--- src/rtl/memory_master_if.sv ---
// Memory-side request/response bus between memory_master and the memory.
// The master drives a one-cycle request strobe; the slave answers with a ready strobe.
interface memory_master_if;
    logic        memory_valid;
    logic        memory_instr;
    logic [31:0] memory_addr;
    logic [31:0] memory_wdata;
    logic [3:0]  memory_wstrb;
    logic [31:0] memory_rdata;
    logic        memory_ready;

    modport master (
        output memory_valid,
        output memory_instr,
        output memory_addr,
        output memory_wdata,
        output memory_wstrb,
        input  memory_rdata,
        input  memory_ready
    );

    modport slave (
        input  memory_valid,
        input  memory_instr,
        input  memory_addr,
        input  memory_wdata,
        input  memory_wstrb,
        output memory_rdata,
        output memory_ready
    );
endinterface

--- src/rtl/memory_master.sv ---
// Arbitrates a fetch port and a data port onto one memory bus, one transaction at a time,
// with round-robin tie-breaking and a per-transaction response timeout.
module memory_master #(
    parameter int unsigned timeout_cycles = 1024
) (
    input  logic        clk,
    input  logic        rst,
    input  logic        imem_valid,
    input  logic [31:0] imem_addr,
    output logic [31:0] imem_rdata,
    output logic        imem_ready,
    input  logic        dmem_valid,
    input  logic [31:0] dmem_addr,
    input  logic [31:0] dmem_wdata,
    input  logic [3:0]  dmem_wstrb,
    output logic [31:0] dmem_rdata,
    output logic        dmem_ready,
    output logic        error,
    memory_master_if.master mem
);

    // Last WAIT count before abort, clamped to the 16-bit saturating counter range.
    localparam logic [15:0] TimeoutLast =
        (timeout_cycles > 32'd65536) ? 16'hFFFF :
        (timeout_cycles == 32'd0)    ? 16'd0    : 16'(timeout_cycles - 32'd1);

    typedef enum logic [1:0] {StIdle, StIssue, StWait, StDone} state_e;

    state_e      state_q, state_d;
    logic        instr_q, instr_d;
    logic [31:0] addr_q, addr_d;
    logic [31:0] wdata_q, wdata_d;
    logic [3:0]  wstrb_q, wstrb_d;
    logic        last_data_q, last_data_d;
    logic [15:0] cnt_q, cnt_d;
    logic        err_q, err_d;
    logic [31:0] irdata_q, irdata_d;
    logic [31:0] drdata_q, drdata_d;
    logic        sel_data;

    // On a tie, grant whichever port did not win last time.
    assign sel_data = dmem_valid & (~imem_valid | ~last_data_q);

    always_ff @(posedge clk or negedge rst) begin
        if (!rst) begin
            state_q     <= StIdle;
            instr_q     <= 1'b0;
            addr_q      <= '0;
            wdata_q     <= '0;
            wstrb_q     <= '0;
            last_data_q <= 1'b0;
            cnt_q       <= '0;
            err_q       <= 1'b0;
            irdata_q    <= '0;
            drdata_q    <= '0;
        end else begin
            state_q     <= state_d;
            instr_q     <= instr_d;
            addr_q      <= addr_d;
            wdata_q     <= wdata_d;
            wstrb_q     <= wstrb_d;
            last_data_q <= last_data_d;
            cnt_q       <= cnt_d;
            err_q       <= err_d;
            irdata_q    <= irdata_d;
            drdata_q    <= drdata_d;
        end
    end

    always_comb begin
        state_d     = state_q;
        instr_d     = instr_q;
        addr_d      = addr_q;
        wdata_d     = wdata_q;
        wstrb_d     = wstrb_q;
        last_data_d = last_data_q;
        cnt_d       = cnt_q;
        err_d       = err_q;
        irdata_d    = irdata_q;
        drdata_d    = drdata_q;
        unique case (state_q)
            StIdle: begin
                if (imem_valid || dmem_valid) begin
                    state_d = StIssue;
                    instr_d = ~sel_data;
                    addr_d  = sel_data ? dmem_addr  : imem_addr;
                    wdata_d = sel_data ? dmem_wdata : 32'd0;
                    wstrb_d = sel_data ? dmem_wstrb : 4'd0;
                    cnt_d   = '0;
                    err_d   = 1'b0;
                end
            end
            StIssue: state_d = StWait;
            StWait: begin
                if (mem.memory_ready) begin
                    state_d = StDone;
                    if (instr_q) irdata_d = mem.memory_rdata;
                    else         drdata_d = mem.memory_rdata;
                end else if (cnt_q >= TimeoutLast) begin
                    state_d = StDone;
                    err_d   = 1'b1;
                    if (instr_q) irdata_d = '0;
                    else         drdata_d = '0;
                end else if (cnt_q != 16'hFFFF) begin
                    cnt_d = cnt_q + 16'd1;
                end
            end
            StDone: begin
                state_d     = StIdle;
                last_data_d = ~instr_q;
                cnt_d       = '0;
            end
            default: state_d = StIdle;
        endcase
    end

    assign mem.memory_valid = (state_q == StIssue);
    assign mem.memory_instr = instr_q;
    assign mem.memory_addr  = addr_q;
    assign mem.memory_wdata = wdata_q;
    assign mem.memory_wstrb = wstrb_q;

    assign imem_ready = (state_q == StDone) & instr_q;
    assign dmem_ready = (state_q == StDone) & ~instr_q;
    assign error      = (state_q == StDone) & err_q;
    assign imem_rdata = irdata_q;
    assign dmem_rdata = drdata_q;

endmodule

--- src/flat_wrapper.sv ---
// flat-port wrapper written by rule: the top's interface ports become plain ports
module memory_master_flat 
#(
    parameter int unsigned timeout_cycles = 1024
)
  (clk, rst, imem_valid, imem_addr, imem_rdata, imem_ready, dmem_valid, dmem_addr, dmem_wdata, dmem_wstrb, dmem_rdata, dmem_ready, error, mem_memory_valid, mem_memory_instr, mem_memory_addr, mem_memory_wdata, mem_memory_wstrb, mem_memory_rdata, mem_memory_ready);
  memory_master_if mem_i ();
  input  logic clk;
  input  logic rst;
  input  logic imem_valid;
  input  logic [31:0] imem_addr;
  output logic [31:0] imem_rdata;
  output logic imem_ready;
  input  logic dmem_valid;
  input  logic [31:0] dmem_addr;
  input  logic [31:0] dmem_wdata;
  input  logic [3:0] dmem_wstrb;
  output logic [31:0] dmem_rdata;
  output logic dmem_ready;
  output logic error;
  output wire logic [$bits(mem_i.memory_valid)-1:0] mem_memory_valid;
  output wire logic [$bits(mem_i.memory_instr)-1:0] mem_memory_instr;
  output wire logic [$bits(mem_i.memory_addr)-1:0] mem_memory_addr;
  output wire logic [$bits(mem_i.memory_wdata)-1:0] mem_memory_wdata;
  output wire logic [$bits(mem_i.memory_wstrb)-1:0] mem_memory_wstrb;
  input wire logic [$bits(mem_i.memory_rdata)-1:0] mem_memory_rdata;
  input wire logic [$bits(mem_i.memory_ready)-1:0] mem_memory_ready;
  assign mem_memory_valid = mem_i.memory_valid;
  assign mem_memory_instr = mem_i.memory_instr;
  assign mem_memory_addr = mem_i.memory_addr;
  assign mem_memory_wdata = mem_i.memory_wdata;
  assign mem_memory_wstrb = mem_i.memory_wstrb;
  assign mem_i.memory_rdata = mem_memory_rdata;
  assign mem_i.memory_ready = mem_memory_ready;
  memory_master #(.timeout_cycles(timeout_cycles)) u_core (.clk(clk), .rst(rst), .imem_valid(imem_valid), .imem_addr(imem_addr), .imem_rdata(imem_rdata), .imem_ready(imem_ready), .dmem_valid(dmem_valid), .dmem_addr(dmem_addr), .dmem_wdata(dmem_wdata), .dmem_wstrb(dmem_wstrb), .dmem_rdata(dmem_rdata), .dmem_ready(dmem_ready), .error(error), .mem(mem_i));
endmodule
--- config.mk ---
export PLATFORM = sky130hd
export DESIGN_NAME = memory_master_flat
export DESIGN_NICKNAME = d
export VERILOG_FILES = /design/src/rtl/memory_master_if.sv /design/src/rtl/memory_master.sv /design/src/flat_wrapper.sv
export SDC_FILE = /design/constraint.sdc
export NUM_CORES = 1
export LEC_CHECK = 0
export BUFFER_PORTS_ARGS = -buffer_cell sky130_fd_sc_hd__buf_4
export CORE_ASPECT_RATIO = 1.4
export CORE_MARGIN = 10
export CORE_UTILIZATION = 47
export CTS_BUF_LIST = sky130_fd_sc_hd__clkbuf_16
export DETAILED_ROUTE_END_ITERATION = 12
export MAX_ROUTING_LAYER = met4
export PLACE_DENSITY = 0.81
export SYNTH_ARGS = -nofsm -noshare
export SYNTH_HDL_FRONTEND = slang
export SYNTH_SLANG_ARGS = --single-unit
--- constraint.sdc ---
create_clock -name clk -period 2.4 [get_ports clk]
set_input_delay 0.24 -clock clk [delete_from_list [all_inputs] [get_ports clk]]
set_output_delay 0.24 -clock clk [all_outputs]
set_load 0.03 [all_outputs]
==> summary.txt <==
Logic synthesis
  • Netlist cell types: 41
  • Post-Syn Nets: 591
  • Mux cell area share after synthesis: 0.00527
  • Area leader, netlist: dfrtp_1
  • Post-Synthesis Cells: 449
  • Register area share after synthesis: 0.645
  • Main combinational cell family by area after synthesis: compound AO/OA/AOI/OAI gates
  • Synth Register Bits: 153
  • Simple-gate share of the synthesized area: 0.0485
  • Asr flop ratio synth: 1.00
  • Post-Synth Adder-Cell Area: 0.0105
  • Synth Flop Type: dfrtp_1
  • Post-synth EDFFs: 0
  • Compound-Gate Fraction of Synth Area: 0.239
  • Cell area after synthesis: 5940 sq um
  • Synth top area cells: dfrtp_1 (64%), a22o_1 (15%), a222oi_1 (5.4%)
  • Post-Synth XOR/XNOR Area: 0
  • Synth warn: 0
  • Synth top area share: 0.645
  • Mapped Avg Cell Area: 13.2 sq um

Placement
  • Final HPWL DP: 14700 um
  • DP Area: 8220 sq um
  • Port Buf Inserts: 273
  • RD Place Congestion: 0.834

Floorplanning
  • Die H: 153 um
  • Rows: 48
  • Io pins: 274
  • Die span in x: 115 um
  • Core area: 12400 sq um
  • Die area: 17600 sq um
  • Initial Util: 0.480

STA
  • FMAX: 0.454 GHz
  • Setup TNS: 0 ps
  • Tmin final: 2200 ps
  • Fin. max-slew vios: 0
  • Unrepaired setup endpoints after global routing: false
  • # setup viols final: 0
  • Clock Skews: 11.4 ps
  • Max-slew headroom: 0.489
  • Final Cycle Share: 0.917
  • Final Hold Viols: 0
  • Worst slew pin tran: 760 ps

Finish
  • Final nets: 862
  • Fraction of layout cells with a size suffix above 1: 0.448
  • Design area: 8870 sq um
  • P&R area growth vs syn: 49.4%
  • Diodes inserted: 0
  • Commonest cells after routing, fill and taps aside: buf_4 (281), dfrtp_1 (153), a22o_1 (100), inv_1 (41), a222oi_1 (32)
  • Most common cell after layout, fill and taps aside: buf_4

Pwr
  • VDD IR max: 0.000824 V
  • Gate power share: 0.475
  • Flop pwr share: 0.319
  • Cell leakage power: 4.66 nW
  • Int Power: 8.04 mW
  • Clock share of power: 0.207
  • PD cells: 1570 nW/um^2
  • P_sw: 5.89 mW
  • Switch share: 0.423

Routing
  • Via count: 5283
  • Drt via density: 5.99
  • First drt pass iteration count: 7
  • Antenna viol nets, final: 0
  • 1st-iter DRT viols: 646
  • DRC viols: 0
  • Wire per inst: 23.1 um
  • Routed WL: 20400 um

GRT
  • GRT Util Overall: 0.229
  • GRT Residual Overflow: 0
  • First-pass GRT wire length: 31500 um
  • Largest net degree at the start of global routing: 59
  • Vias in the first global route: 5680
  • Initial antenna violation count: 0

Critical path
  • Critical path class: flip-flop to flip-flop
  • WP data arrival: 2520 ps
  • Critical Path Sink Type: flip-flop
  • CP startpoint kind: flip-flop
  • Worst endpoint required time: 2720 ps
  • CP max FO: 7

Flow run
  • Max_cap viols: 0

CTS
  • # hold bufs at CTS: 1
  • Worst-skew pair later-pin latency: 410 ps
  • CTS clk-pin slew, worst paths: 60 ps
  • CTS resizes: 0
  • TritonCTS clock tree: yes
  • H-tree Lvls: 4
  • Post-CTS Setup Bufs: 0
  • Max Root-Sink Buffers: 2
  • Clk sink count: 153
  • TritonCTS Buffers: 17
  • Root buffer cell: clkbuf_16

Min path
  • HP Class: input pin to flip-flop

Outcome
  • Status: completed
==> per-stage QoR <==
step	instances	power, mW	utilization	hold WS, ps	worst slack [ps]
after floorplan	449	8.25	-	-55.6	436
after global placement	850	10.9	0.664	222	368
after detailed placement	850	11.0	0.664	230	258
after CTS	882	14.0	0.717	22.4	213
after global routing	882	14.6	0.717	31.8	50.4
final	882	13.9	0.717	42.4	200
==> layout make-up <==
cell class | instances | area, sq um
fill | 817 | 3500
sequential | 153 | 3830
inverter | 41 | 154
timing repair buffer | 286 | 2190
clock inverter | 14 | 211
multi-input combinational | 221 | 1870
tap | 150 | 188
clock buffer | 17 | 425
==> power groups by stage <==
| stage | logic [mW] | clock network, mW | registers, mW |
|---|---|---|---|
| floorplan | 1.88 | 0 | 6.36 |
| finish | 6.61 | 2.88 | 4.44 |
| global placement | 6.48 | 0 | 4.37 |
| detailed placement | 6.63 | 0 | 4.41 |
| global route | 6.99 | 3.06 | 4.55 |
| CTS | 6.68 | 2.93 | 4.43 |
==> worst paths after layout <==
check	startpoint	end	slack (ps)	depth (start not counted)
worst max-delay path	u_core.state_q[0]	u_core.cnt_q[2]	200	6
worst min-delay path	dmem_wdata[3]	u_core.mem.memory_wdata[3]	40	2
worst max register to register	u_core.state_q[0]	u_core.cnt_q[2]	200	6
worst min register to register	u_core.cnt_q[15]	u_core.cnt_q[15]	490	1
max in group asynchronous	rst	u_core.mem.memory_addr[19]	1320	3
min in group asynchronous	rst	u_core.imem_rdata[23]	380	2
==> sequential cells by signal, indices dropped and copies added (netlist names), 2 cells and up <==
signal / count
u_core.mem.memory_wstrb: 4
u_core.imem_rdata: 32
u_core.mem.memory_wdata: 32
u_core.cnt_q: 16
u_core.mem.memory_addr: 32
u_core.dmem_rdata: 32
u_core.state_q: 2
==> worst max-delay path, stage by stage, from the launching register on <==
cell      delay (ps)
dfrtp_1          400
inv_1             80
ha_1             280
nor3b_1          220
nor3_1           640
nand3_1          250
o221ai_2         220
==> cells by family after synthesis <==
| kind of cell | after synthesis |
|---|---|
| mux | 3 |
| fa+ha+maj | 5 |
| simple gates | 52 |
| buf+inv | 75 |
| compound gates | 161 |
| flops | 153 |
==> synth_stat cells (2+ instances only) <==
library cell and number:
nand4_1 2, a21oi_1 3, o21ai_0 2, and2b_1 4, buf_6 2, a222oi_1 32, a41oi_1 6, a31oi_1 7
inv_1 41, ha_1 5, clkbuf_1 24, nor3_1 6, nand2_1 8, and2_1 3, or4_1 2, mux2i_1 2
nor2_1 8, nand3_1 3, and3_1 3, nor2b_1 3, nand2b_1 5, buf_2 7, a22o_1 100, o311ai_1 2
dfrtp_1 153
==> routing by layer <==
metal / wire [um] / global-route usage / up-vias
met4: 625 / 0.0963 / 0
met1: 7740 / 0.264 / 2614
li1: - / - / 2270
met5: 0 / - / -
met2: 10100 / 0.365 / 354
met3: 1920 / 0.0658 / 45
Power figures use the tool's default switching activity.
